### src/rtl/regfile_wb_arbiter_pkg.sv
// rtl/regfile_wb_arbiter_pkg.sv - register file constants and write request type
package regfile_pkg;

   localparam int NUM_REGS   = 32;
   localparam int REG_ADDR_W = 5;
   localparam int REG_ZERO   = 0;
   localparam int REG_SP     = 29;
   localparam logic [31:0] SP_RESET = 32'h100;

   typedef struct packed {
      logic                  we;
      logic [REG_ADDR_W-1:0] wa;
      logic [31:0]           wd;
   } wr_req_t;

endpackage

### src/rtl/regfile_wb_arbiter_if.sv
// rtl/regfile_wb_arbiter_if.sv - writeback, MDU, hazard-check and register file port bundle
interface regfile_wb_arbiter_if #(parameter int WIDTH = 32);
   import regfile_pkg::*;

   logic                  pipe_we;
   logic [REG_ADDR_W-1:0] pipe_wa;
   logic [WIDTH-1:0]      pipe_wd;
   logic                  pipe_stall;
   logic                  mdu_issue;
   logic [REG_ADDR_W-1:0] mdu_issue_wa;
   logic                  mdu_valid;
   logic [REG_ADDR_W-1:0] mdu_wa;
   logic [WIDTH-1:0]      mdu_wd;
   logic                  mdu_ready;
   logic [REG_ADDR_W-1:0] chk_ra1;
   logic [REG_ADDR_W-1:0] chk_ra2;
   logic                  chk_busy;
   logic [NUM_REGS-1:0]   pend_vec;
   logic                  rf_we;
   logic [REG_ADDR_W-1:0] rf_wa;
   logic [WIDTH-1:0]      rf_wd;
   logic                  waw_err;

   modport slave (
      input  pipe_we, pipe_wa, pipe_wd, mdu_issue, mdu_issue_wa,
      input  mdu_valid, mdu_wa, mdu_wd, chk_ra1, chk_ra2,
      output pipe_stall, mdu_ready, chk_busy, pend_vec,
      output rf_we, rf_wa, rf_wd, waw_err
   );

   modport master (
      output pipe_we, pipe_wa, pipe_wd, mdu_issue, mdu_issue_wa,
      output mdu_valid, mdu_wa, mdu_wd, chk_ra1, chk_ra2,
      input  pipe_stall, mdu_ready, chk_busy, pend_vec,
      input  rf_we, rf_wa, rf_wd, waw_err
   );

endinterface

### src/rtl/wb_fifo.sv
// rtl/wb_fifo.sv - MDU result FIFO, power-of-two depth, show-ahead head
module wb_fifo #(
   parameter int WIDTH = 37,
   parameter int DEPTH = 4
) (
   input  logic             CLK,
   input  logic             RST,
   input  logic             push,
   input  logic             pop,
   input  logic [WIDTH-1:0] din,
   output logic             full,
   output logic             empty,
   output logic [WIDTH-1:0] head
);

   localparam int AW = $clog2(DEPTH);

   logic [WIDTH-1:0] mem [DEPTH];
   logic [AW-1:0]    rd_ptr;
   logic [AW-1:0]    wr_ptr;
   logic [AW:0]      count;

   // Pointer and occupancy update; a push and pop together leave count unchanged.
   always_ff @(posedge CLK) begin
      if (RST) begin
         rd_ptr <= '0;
         wr_ptr <= '0;
         count  <= '0;
      end else begin
         if (push) begin
            wr_ptr <= wr_ptr + AW'(1);
         end
         if (pop) begin
            rd_ptr <= rd_ptr + AW'(1);
         end
         count <= count + (AW+1)'(push) - (AW+1)'(pop);
      end
   end

   // Storage has no reset; only occupied entries are ever read.
   always_ff @(posedge CLK) begin
      if (push) begin
         mem[wr_ptr] <= din;
      end
   end

   assign full  = (count == (AW+1)'(DEPTH));
   assign empty = (count == '0);
   assign head  = mem[rd_ptr];

endmodule

### src/rtl/regfile_wb_arbiter.sv
// rtl/regfile_wb_arbiter.sv - register file write-port arbiter with MDU pending scoreboard (option: WB_ARB_WAW_CHECK_EN)
module regfile_wb_arbiter
   import regfile_pkg::*;
#(
   parameter int WIDTH        = 32,
   parameter int DEPTH        = 4,
   parameter int STARVE_LIMIT = 8
) (
   input  logic                 CLK,
   input  logic                 RST,
   regfile_wb_arbiter_if.slave  bus
);

   localparam int EW = WIDTH + REG_ADDR_W;
   localparam int CW = ($clog2(STARVE_LIMIT) > 0) ? $clog2(STARVE_LIMIT) : 1;

   logic                  fifo_full;
   logic                  fifo_empty;
   logic                  fifo_push;
   logic                  fifo_pop;
   logic [EW-1:0]         fifo_head;
   logic                  bypass;
   logic                  mdu_zero;
   logic                  ready;
   logic                  we_c;
   logic [REG_ADDR_W-1:0] wa_c;
   logic [WIDTH-1:0]      wd_c;
   logic [NUM_REGS-1:0]   pend;
   logic [NUM_REGS-1:0]   set_mask;
   logic [NUM_REGS-1:0]   clr_mask;
   logic [CW-1:0]         starve_cnt;
   logic                  stall_q;

   assign mdu_zero = (bus.mdu_wa == REG_ADDR_W'(REG_ZERO));

   // Write-port grant: pipeline, then FIFO head, then zero-latency bypass.
   always_comb begin
      we_c     = 1'b0;
      wa_c     = '0;
      wd_c     = '0;
      fifo_pop = 1'b0;
      bypass   = 1'b0;
      if (!RST) begin
         if (bus.pipe_we) begin
            we_c = 1'b1;
            wa_c = bus.pipe_wa;
            wd_c = bus.pipe_wd;
         end else if (!fifo_empty) begin
            we_c     = 1'b1;
            wa_c     = fifo_head[EW-1:WIDTH];
            wd_c     = fifo_head[WIDTH-1:0];
            fifo_pop = 1'b1;
         end else if (bus.mdu_valid && !mdu_zero) begin
            we_c   = 1'b1;
            wa_c   = bus.mdu_wa;
            wd_c   = bus.mdu_wd;
            bypass = 1'b1;
         end
      end
   end

   assign ready     = !RST && (!fifo_full || fifo_pop);
   assign fifo_push = bus.mdu_valid && ready && !bypass && !mdu_zero;

   wb_fifo #(.WIDTH(EW), .DEPTH(DEPTH)) u_fifo (
      .CLK   (CLK),
      .RST   (RST),
      .push  (fifo_push),
      .pop   (fifo_pop),
      .din   ({bus.mdu_wa, bus.mdu_wd}),
      .full  (fifo_full),
      .empty (fifo_empty),
      .head  (fifo_head)
   );

   // Pending set/clear masks; MDU-sourced grants retire their destination.
   always_comb begin
      set_mask = '0;
      clr_mask = '0;
      if (bus.mdu_issue) begin
         set_mask[bus.mdu_issue_wa] = 1'b1;
      end
      if (fifo_pop) begin
         clr_mask[fifo_head[EW-1:WIDTH]] = 1'b1;
      end
      if (bypass) begin
         clr_mask[bus.mdu_wa] = 1'b1;
      end
   end

   // Scoreboard: set wins over clear, register zero never pending.
   always_ff @(posedge CLK) begin
      if (RST) begin
         pend <= '0;
      end else begin
         pend <= ((pend & ~clr_mask) | set_mask) & ~NUM_REGS'(1);
      end
   end

   // Starvation counter: one stall cycle after STARVE_LIMIT blocked cycles in a row.
   always_ff @(posedge CLK) begin
      if (RST) begin
         starve_cnt <= '0;
         stall_q    <= 1'b0;
      end else if (bus.pipe_we && !fifo_empty) begin
         if (starve_cnt == CW'(STARVE_LIMIT - 1)) begin
            starve_cnt <= '0;
            stall_q    <= 1'b1;
         end else begin
            starve_cnt <= starve_cnt + CW'(1);
            stall_q    <= 1'b0;
         end
      end else begin
         starve_cnt <= '0;
         stall_q    <= 1'b0;
      end
   end

   pipe_hold_on_stall: assert property (@(posedge CLK) disable iff (RST) stall_q |-> !bus.pipe_we);

`ifdef WB_ARB_WAW_CHECK_EN
   logic waw_q;

   // Sticky flag: a pipeline write to a register an older MDU result will overwrite.
   always_ff @(posedge CLK) begin
      if (RST) begin
         waw_q <= 1'b0;
      end else if (bus.pipe_we && (bus.pipe_wa != REG_ADDR_W'(REG_ZERO)) && pend[bus.pipe_wa]) begin
         waw_q <= 1'b1;
      end
   end

   assign bus.waw_err = waw_q;
`else
   assign bus.waw_err = 1'b0;
`endif

   assign bus.rf_we      = we_c;
   assign bus.rf_wa      = wa_c;
   assign bus.rf_wd      = wd_c;
   assign bus.mdu_ready  = ready;
   assign bus.pipe_stall = stall_q;
   assign bus.pend_vec   = pend;
   assign bus.chk_busy   = pend[bus.chk_ra1] | pend[bus.chk_ra2];

endmodule

### src/flat_wrapper.sv
// flat-port wrapper written by rule: the top's interface ports become plain ports
module regfile_wb_arbiter_flat import regfile_pkg::*;
#(
   parameter int WIDTH        = 32,
   parameter int DEPTH        = 4,
   parameter int STARVE_LIMIT = 8
)
  (CLK, RST, bus_pipe_we, bus_pipe_wa, bus_pipe_wd, bus_mdu_issue, bus_mdu_issue_wa, bus_mdu_valid, bus_mdu_wa, bus_mdu_wd, bus_chk_ra1, bus_chk_ra2, bus_pipe_stall, bus_mdu_ready, bus_chk_busy, bus_pend_vec, bus_rf_we, bus_rf_wa, bus_rf_wd, bus_waw_err);
  regfile_wb_arbiter_if #(.WIDTH(WIDTH)) bus_i ();
  input  logic CLK;
  input  logic RST;
  input wire logic [$bits(bus_i.pipe_we)-1:0] bus_pipe_we;
  input wire logic [$bits(bus_i.pipe_wa)-1:0] bus_pipe_wa;
  input wire logic [$bits(bus_i.pipe_wd)-1:0] bus_pipe_wd;
  input wire logic [$bits(bus_i.mdu_issue)-1:0] bus_mdu_issue;
  input wire logic [$bits(bus_i.mdu_issue_wa)-1:0] bus_mdu_issue_wa;
  input wire logic [$bits(bus_i.mdu_valid)-1:0] bus_mdu_valid;
  input wire logic [$bits(bus_i.mdu_wa)-1:0] bus_mdu_wa;
  input wire logic [$bits(bus_i.mdu_wd)-1:0] bus_mdu_wd;
  input wire logic [$bits(bus_i.chk_ra1)-1:0] bus_chk_ra1;
  input wire logic [$bits(bus_i.chk_ra2)-1:0] bus_chk_ra2;
  output wire logic [$bits(bus_i.pipe_stall)-1:0] bus_pipe_stall;
  output wire logic [$bits(bus_i.mdu_ready)-1:0] bus_mdu_ready;
  output wire logic [$bits(bus_i.chk_busy)-1:0] bus_chk_busy;
  output wire logic [$bits(bus_i.pend_vec)-1:0] bus_pend_vec;
  output wire logic [$bits(bus_i.rf_we)-1:0] bus_rf_we;
  output wire logic [$bits(bus_i.rf_wa)-1:0] bus_rf_wa;
  output wire logic [$bits(bus_i.rf_wd)-1:0] bus_rf_wd;
  output wire logic [$bits(bus_i.waw_err)-1:0] bus_waw_err;
  assign bus_i.pipe_we = bus_pipe_we;
  assign bus_i.pipe_wa = bus_pipe_wa;
  assign bus_i.pipe_wd = bus_pipe_wd;
  assign bus_i.mdu_issue = bus_mdu_issue;
  assign bus_i.mdu_issue_wa = bus_mdu_issue_wa;
  assign bus_i.mdu_valid = bus_mdu_valid;
  assign bus_i.mdu_wa = bus_mdu_wa;
  assign bus_i.mdu_wd = bus_mdu_wd;
  assign bus_i.chk_ra1 = bus_chk_ra1;
  assign bus_i.chk_ra2 = bus_chk_ra2;
  assign bus_pipe_stall = bus_i.pipe_stall;
  assign bus_mdu_ready = bus_i.mdu_ready;
  assign bus_chk_busy = bus_i.chk_busy;
  assign bus_pend_vec = bus_i.pend_vec;
  assign bus_rf_we = bus_i.rf_we;
  assign bus_rf_wa = bus_i.rf_wa;
  assign bus_rf_wd = bus_i.rf_wd;
  assign bus_waw_err = bus_i.waw_err;
  regfile_wb_arbiter #(.WIDTH(WIDTH), .DEPTH(DEPTH), .STARVE_LIMIT(STARVE_LIMIT)) u_core (.CLK(CLK), .RST(RST), .bus(bus_i));
endmodule
### config.mk
export PLATFORM = sky130hd
export DESIGN_NAME = regfile_wb_arbiter_flat
export DESIGN_NICKNAME = d
export VERILOG_FILES = /design/src/rtl/regfile_wb_arbiter_pkg.sv /design/src/rtl/regfile_wb_arbiter_if.sv /design/src/rtl/wb_fifo.sv /design/src/rtl/regfile_wb_arbiter.sv /design/src/flat_wrapper.sv
export SDC_FILE = /design/constraint.sdc
export NUM_CORES = 1
export LEC_CHECK = 0
export ABC_CLOCK_PERIOD_IN_PS = 4730
export CAP_MARGIN = 10
export CORE_UTILIZATION = 50
export CTS_BUF_LIST = sky130_fd_sc_hd__clkbuf_8
export CTS_CLUSTER_DIAMETER = 120
export CTS_CLUSTER_SIZE = 14
export DETAILED_ROUTE_END_ITERATION = 10
export PLACE_DENSITY = 0.75
export SYNTH_ARGS = -nofsm -noshare
export SYNTH_HDL_FRONTEND = slang
export SYNTH_HIERARCHICAL = 1
export SYNTH_SLANG_ARGS = --single-unit
### constraint.sdc
create_clock -name CLK -period 4.73 [get_ports CLK]
set_clock_uncertainty 0.2 [all_clocks]
set_input_delay 1.1825 -clock CLK [delete_from_list [all_inputs] [get_ports CLK]]
set_output_delay 1.1825 -clock CLK [all_outputs]
set_load 0.005 [all_outputs]
## Word-level counts from Yosys, hierarchy flattened

Memory sizes are Yosys's and may differ from the RTL's. A register that Yosys moved wholly into a read port is not among the register bits.
Index checks and enable logic that the tools add are counted.

| operators by class | value |
|---|---|
| $add $sub $neg | 5 |
| multiply operators | 0 |
| div/mod/pow operators | 0 |
| order comparisons | 8 |
| equal/unequal tests | 2 |
| shift-type cells | 0 |
| multiplexer cells | 36 |
| bitwise logic cells | 6 |
| reduce and logical (&&, ||, !) cells | 19 |

Operator list:

| cell | count |
|---|---|
| $mux 32 | 7 |
| $or 32x32->32 | 2 |
| $and 32x32->32 | 1 |
| $not 32->32 | 1 |
| $lt 5x6->1 const B | 5 |
| $mux 5 | 4 |
| $mux 1 | 18 |
| $demux 1 s5 | 3 |
| $ge 5x1->1 const B | 3 |
| $bmux 1 s5 | 2 |
| $logic_and 1x1->1 | 9 |
| $eq 3x3->1 const B | 2 |
| $logic_not 1->1 | 5 |
| $logic_not 5->1 | 1 |
| $add 2x1->2 const B | 2 |
| $mux 2 | 2 |
| $add 3x1->3 | 1 |
| $add 3x1->3 const B | 1 |
| $logic_not 3->1 | 1 |
| $reduce_or 3->1 | 1 |
| $sub 3x1->3 | 1 |
| $reduce_or 2->1 | 1 |
| $logic_or 1x1->1 | 1 |
| $not 1->1 | 1 |
| $or 1x1->1 | 1 |

| word-level totals | value |
|---|---|
| bits in registers | 43 |
| latch bits | 0 |
| memory bits (writable) | 148 |
| bits in read-only memories | 0 |
| input bits | 94 |
| memories | 1 |

Memory list:

| memory | words | width | rd ports | clocked after Yosys merged registers in | wr ports | line | RTL |
|---|---|---|---|---|---|---|---|
| u_core.u_fifo.mem | 4 | 37 | 1 | 1 | 1 | wb_fifo.sv:18 | `logic [WIDTH-1:0] mem [DEPTH];` |

## Logic depth before layout (Yosys ltp)

| logic depth | value |
|---|---|
| depth in word-level cells | 12 |
| mapped depth | 12 |
| mapped depth without buffers | 9 |

## Hierarchy

Netlist, hierarchy kept.

By module, submodules not included:

| module | instances | cells each | area an instance (µm²) | sequential area each (µm²) |
|---|---|---|---|---|
| wb_fifo | 1 | 235 | 5834.3 | 4624.4 |
| regfile_wb_arbiter | 1 | 363 | 2934.1 | 700.7 |

## Least setup slack after synthesis

No wires, ideal clock.

| path | value |
|---|---|
| kind | input port to output port |
| from | input port bus_mdu_wa[2] |
| to | output port bus_rf_wd[10] |
| arrival time | 2709 ps |
| slack | 638 ps |
| stages | 7 |
| buffers on the path | 3 |
| path through | buf_2 or3_4 o311a_1 buf_6 buf_6 a222oi_1 inv_1 |

| on the way | value |
|---|---|
| word-level cells in the longest chain between the ends | 7 |

RTL lines:

| what | line | RTL |
|---|---|---|
| start: declaration | flat_wrapper.sv:18 | `input wire logic [$bits(bus_i.mdu_wa)-1:0] bus_mdu_wa;` |
| $logic_not 5->1 | regfile_wb_arbiter.sv:34 | `assign mdu_zero = (bus.mdu_wa == REG_ADDR_W'(REG_ZERO));` |
| $logic_not 1->1 | regfile_wb_arbiter.sv:53 | `end else if (bus.mdu_valid && !mdu_zero) begin` |
| $logic_and 1x1->1 | regfile_wb_arbiter.sv:53 |  |
| $mux 32 | regfile_wb_arbiter.sv:53 |  |
| $mux 32 | regfile_wb_arbiter.sv:48 | `end else if (!fifo_empty) begin` |
| $mux 32 | regfile_wb_arbiter.sv:44 | `if (bus.pipe_we) begin` |
| $mux 32 | regfile_wb_arbiter.sv:43 | `if (!RST) begin` |
| end: declaration | flat_wrapper.sv:28 | `output wire logic [$bits(bus_i.rf_wd)-1:0] bus_rf_wd;` |

Every way passes these cells.

## Worst setup path in the final report

| path | value |
|---|---|
| from | input port bus_mdu_wa[3] |
| to | output port bus_rf_wa[1] |

| on the way | value |
|---|---|
| word-level cells in the longest chain between the ends | 7 |

RTL lines:

| what | line | RTL |
|---|---|---|
| $logic_not 5->1 | regfile_wb_arbiter.sv:34 |  |
| $logic_not 1->1 | regfile_wb_arbiter.sv:53 |  |
| $logic_and 1x1->1 | regfile_wb_arbiter.sv:53 |  |
| $mux 5 | regfile_wb_arbiter.sv:53 |  |
| $mux 5 | regfile_wb_arbiter.sv:48 |  |
| $mux 5 | regfile_wb_arbiter.sv:44 |  |
| $mux 5 | regfile_wb_arbiter.sv:43 |  |
| end: declaration | flat_wrapper.sv:27 | `output wire logic [$bits(bus_i.rf_wa)-1:0] bus_rf_wa;` |

Every way passes these cells.

==> impl_metrics.tcl <==
set metrics [dict create \
    dr.pass1.iters 9 \
    period_share_pct 98.7 \
    r2r_cells 10 \
    htreeDepth 4 \
    synth_edf_count 148 \
    io_buffers 165 \
    hp-start "u_core/starve_cnt[0]$_SDFF_PP0_" \
    routabilityCongestion 0.911 \
    status "finished, final reports clean" \
    clock_sinks 192 \
    async_flop_share_pct 0 \
    grt_pass1_vias 6212 \
    vias_per_cell 6.21 \
    cp-start-kind "primary input" \
    cts-root-buf "clkbuf_8" \
    fp.dieArea_um2 18100 \
    hold_class "flop to flop" \
    nets 884 \
    worstPathCellList "clkdlybuf4s50_1 > or3_4 > o311a_4 > buf_4 > a222oi_1 > inv_1 > dlygate4sd2_1" \
    clk_path_buf_depth 2 \
    area_growth_pct 28.5 \
    grt_setup_unrepaired "no" \
    syn_avg_cell_area_um2 14.7 \
    drive_gt1_share_pct 17.0 \
    die_w_um 134 \
    power.leakage_nw 4.04 \
    nFillCells 1224 \
    grt_overflow 0 \
    postCtsHoldBufs 0 \
    synth-seq-cells 192 \
    finalWorstSetupSlack_ns 0.0629 \
    timing_max_transition_violations_final 0 \
    tns_ns 0 \
    die_y_um 134 \
    crit_arrival_ns 3.28 \
    initial_core_util_pct 50.9 \
    synthDistinctLibCells 53 \
    ys_seq_area_share_pct 60.7 \
    crit_type "primary input to primary output" \
    layout_commonest_cell "edfxtp_1" \
    wl_per_cell_um 21.8 \
    drc 0 \
    ios 168 \
    hpwl_um 15700 \
    required_ns 3.35 \
    min_period_ns 4.67 \
    rr_endpoint "u_core/u_fifo/count[2]$_SDFF_PP0_" \
    holdWs_ns 0.257 \
    end_kind "primary output" \
    p_per_area_nw_per_um2 344 \
    ir_drop_uv 199 \
    relSlewSlack_pct 59.0 \
    synth_flop_cell "edfxtp_1" \
    antenna_found_initial 0 \
    r2r_start "u_core/u_fifo/count[1]$_SDFF_PP0_" \
    grt_usage_pct 25.4 \
    fmax_ghz 0.214 \
    final_cell_mix "148 x edfxtp_1, 126 x clkdlybuf4s50_1, 51 x inv_1" \
    hold_viol 0 \
    drt_iter0_drc 700 \
    cts_made_buffers 17 \
    postRouteAntennaNets 0 \
    clkTransAtPathRegs_ns 0.10 \
    holdPathStages 1 \
    final_core_util_pct 65.4 \
    worst_skew_pair.late_latency_ns 0.46 \
    core_area_um2 17200 \
    maxCapViolations 0 \
    cp_num_buf_inv 4 \
    syn-cell-area_um2 8770 \
    cp_top_family "buffers and inverters" \
    cts_tree "built" \
    critPathMaxFanout 4 \
    min_to "u_core/starve_cnt[0]$_SDFF_PP0_" \
    grt_first_pass_wirelength_um 34000 \
    rrSetupSlack_ns 1.84 \
    synthCells 598 \
    slowest_stage "clkdlybuf4s50_1" \
    num_rows 48 \
    setup_viol 0 \
    grt_max_degree 43 \
    yosys_warnings 6 \
    wirelength_um 22200 \
    vias 6325 \
    diodes 0 \
    crit_path_max_incr_delay_ns 0.42 \
    tightest_slew_ns 0.615 \
    dp_slack_ns -0.201 \
]
[synth_stat cells (2+ instances only)]
cell type	n	area (um^2)
o22ai_1	22	138
buf_1	2	7.51
o221ai_1	9	78.8
xnor2_1	2	17.5
or3_1	2	12.5
a31oi_1	2	12.5
o32ai_1	7	61.3
nor2_1	31	116
and2_1	6	37.5
buf_4	2	15.0
nor3b_1	4	30.0
o211ai_1	5	37.5
nand2b_1	4	25.0
o21ai_1	7	35.0
mux4_1	7	184
buf_2	7	35.0
inv_1	51	191
mux2_2	3	33.8
a21oi_1	9	45.0
buf_12	3	60.1
mux2i_1	5	50.1
nand3b_1	13	97.6
nor3_1	2	10.0
dfxtp_1	44	881
nand2_1	14	52.6
or3b_2	4	35.0
mux4_2	43	968
nor2b_1	26	163
ha_1	8	100
edfxtp_1	148	4440
a222oi_1	35	350
nand4b_1	2	17.5
nor4_1	4	25.0
o21ai_0	18	90.1
clkbuf_1	21	78.8
buf_6	4	45.0
nand3_1	6	30.0
[routing by layer]
layer / global-route usage (%) / wire length, um
met5: 0 / 0
met4: 9.18 / 521
met3: 4.91 / 2130
met2: 41.2 / 10600
met1: 34.2 / 8920
[layout make-up]
cell class	count	area [um^2]	area share, %
clock inverters	15	176	1.57
repair buffers	203	2010	17.8
well taps	225	282	2.50
multi-input cells	316	3050	27.0
inverters	51	191	1.70
clock buffers	17	234	2.08
flip-flops and latches	192	5330	47.3
[worst max-delay path by stage]
stage                             start       endpoint  slack [ns]  cells after the start
after floorplan           bus_mdu_wa[2]  bus_rf_wd[10]        0.64                      7
after global placement    bus_mdu_wa[2]  bus_rf_wd[31]       -0.15                      7
after detailed placement  bus_mdu_wa[2]   bus_rf_wd[1]       -0.20                      7
after CTS                 bus_mdu_wa[2]   bus_rf_wd[2]       0.009                      7
after global routing      bus_mdu_wa[3]  bus_rf_wd[15]        0.03                      7
final                     bus_mdu_wa[3]   bus_rf_wa[1]        0.06                      7
[sequential cells by signal, indices dropped and copies added, names as in the netlist, named ones only]
| register | flops |
|---|---|
| u_core/starve_cnt | 3 |
| u_core/bus.pend_vec | 31 |
| u_core/bus.pipe_stall | 1 |
| u_core/u_fifo/rd_ptr | 2 |
| u_core/u_fifo/count | 3 |
| u_core/u_fifo/wr_ptr | 2 |
| u_core/u_fifo/mem | 148 |
[cell families (layout without fill, tap and decap cells)]
kind of cell / Yosys count / after routing / synth area share (%)
AND/OR/NAND/NOR: 124 / 124 / 8.02
other: 1 / 2 / 0.0428
XOR/XNOR: 3 / 3 / 0.471
multiplexers: 58 / 58 / 14.1
buffers and inverters: 91 / 286 / 4.99
adder cells (fa/ha/maj): 9 / 9 / 1.37
AO/OA/AOI/OAI: 120 / 120 / 10.3
flip-flops: 192 / 192 / 60.7
[stage by stage]
step / instances / power [W] / area [um^2]
4_1_cts: 1019 / 0.00390 / 11300
3_3_place_gp: 985 / 0.00283 / 10900
3_5_place_dp: 985 / 0.00286 / 10900
2_1_floorplan: 599 / 0.00245 / 8770
6_report: 1019 / 0.00387 / 11300
5_1_grt: 1019 / 0.00403 / 11300
[power by group]
part | internal (W) | switching (W)
sequential | 0.00189 | 0.0000404
clock | 0.000488 | 0.000603
combinational | 0.000443 | 0.000407
[timing repair]
action / 4_1_cts / 5_1_grt
gates resized for setup: 39 / 4
endpoints found under the setup margin: 37 / 7
pin swaps: 6 / 6
setup buffers: 2 / 0
hold endpoints to repair: 0 / 0
No activity file was read; power rests on OpenSTA's default activity.
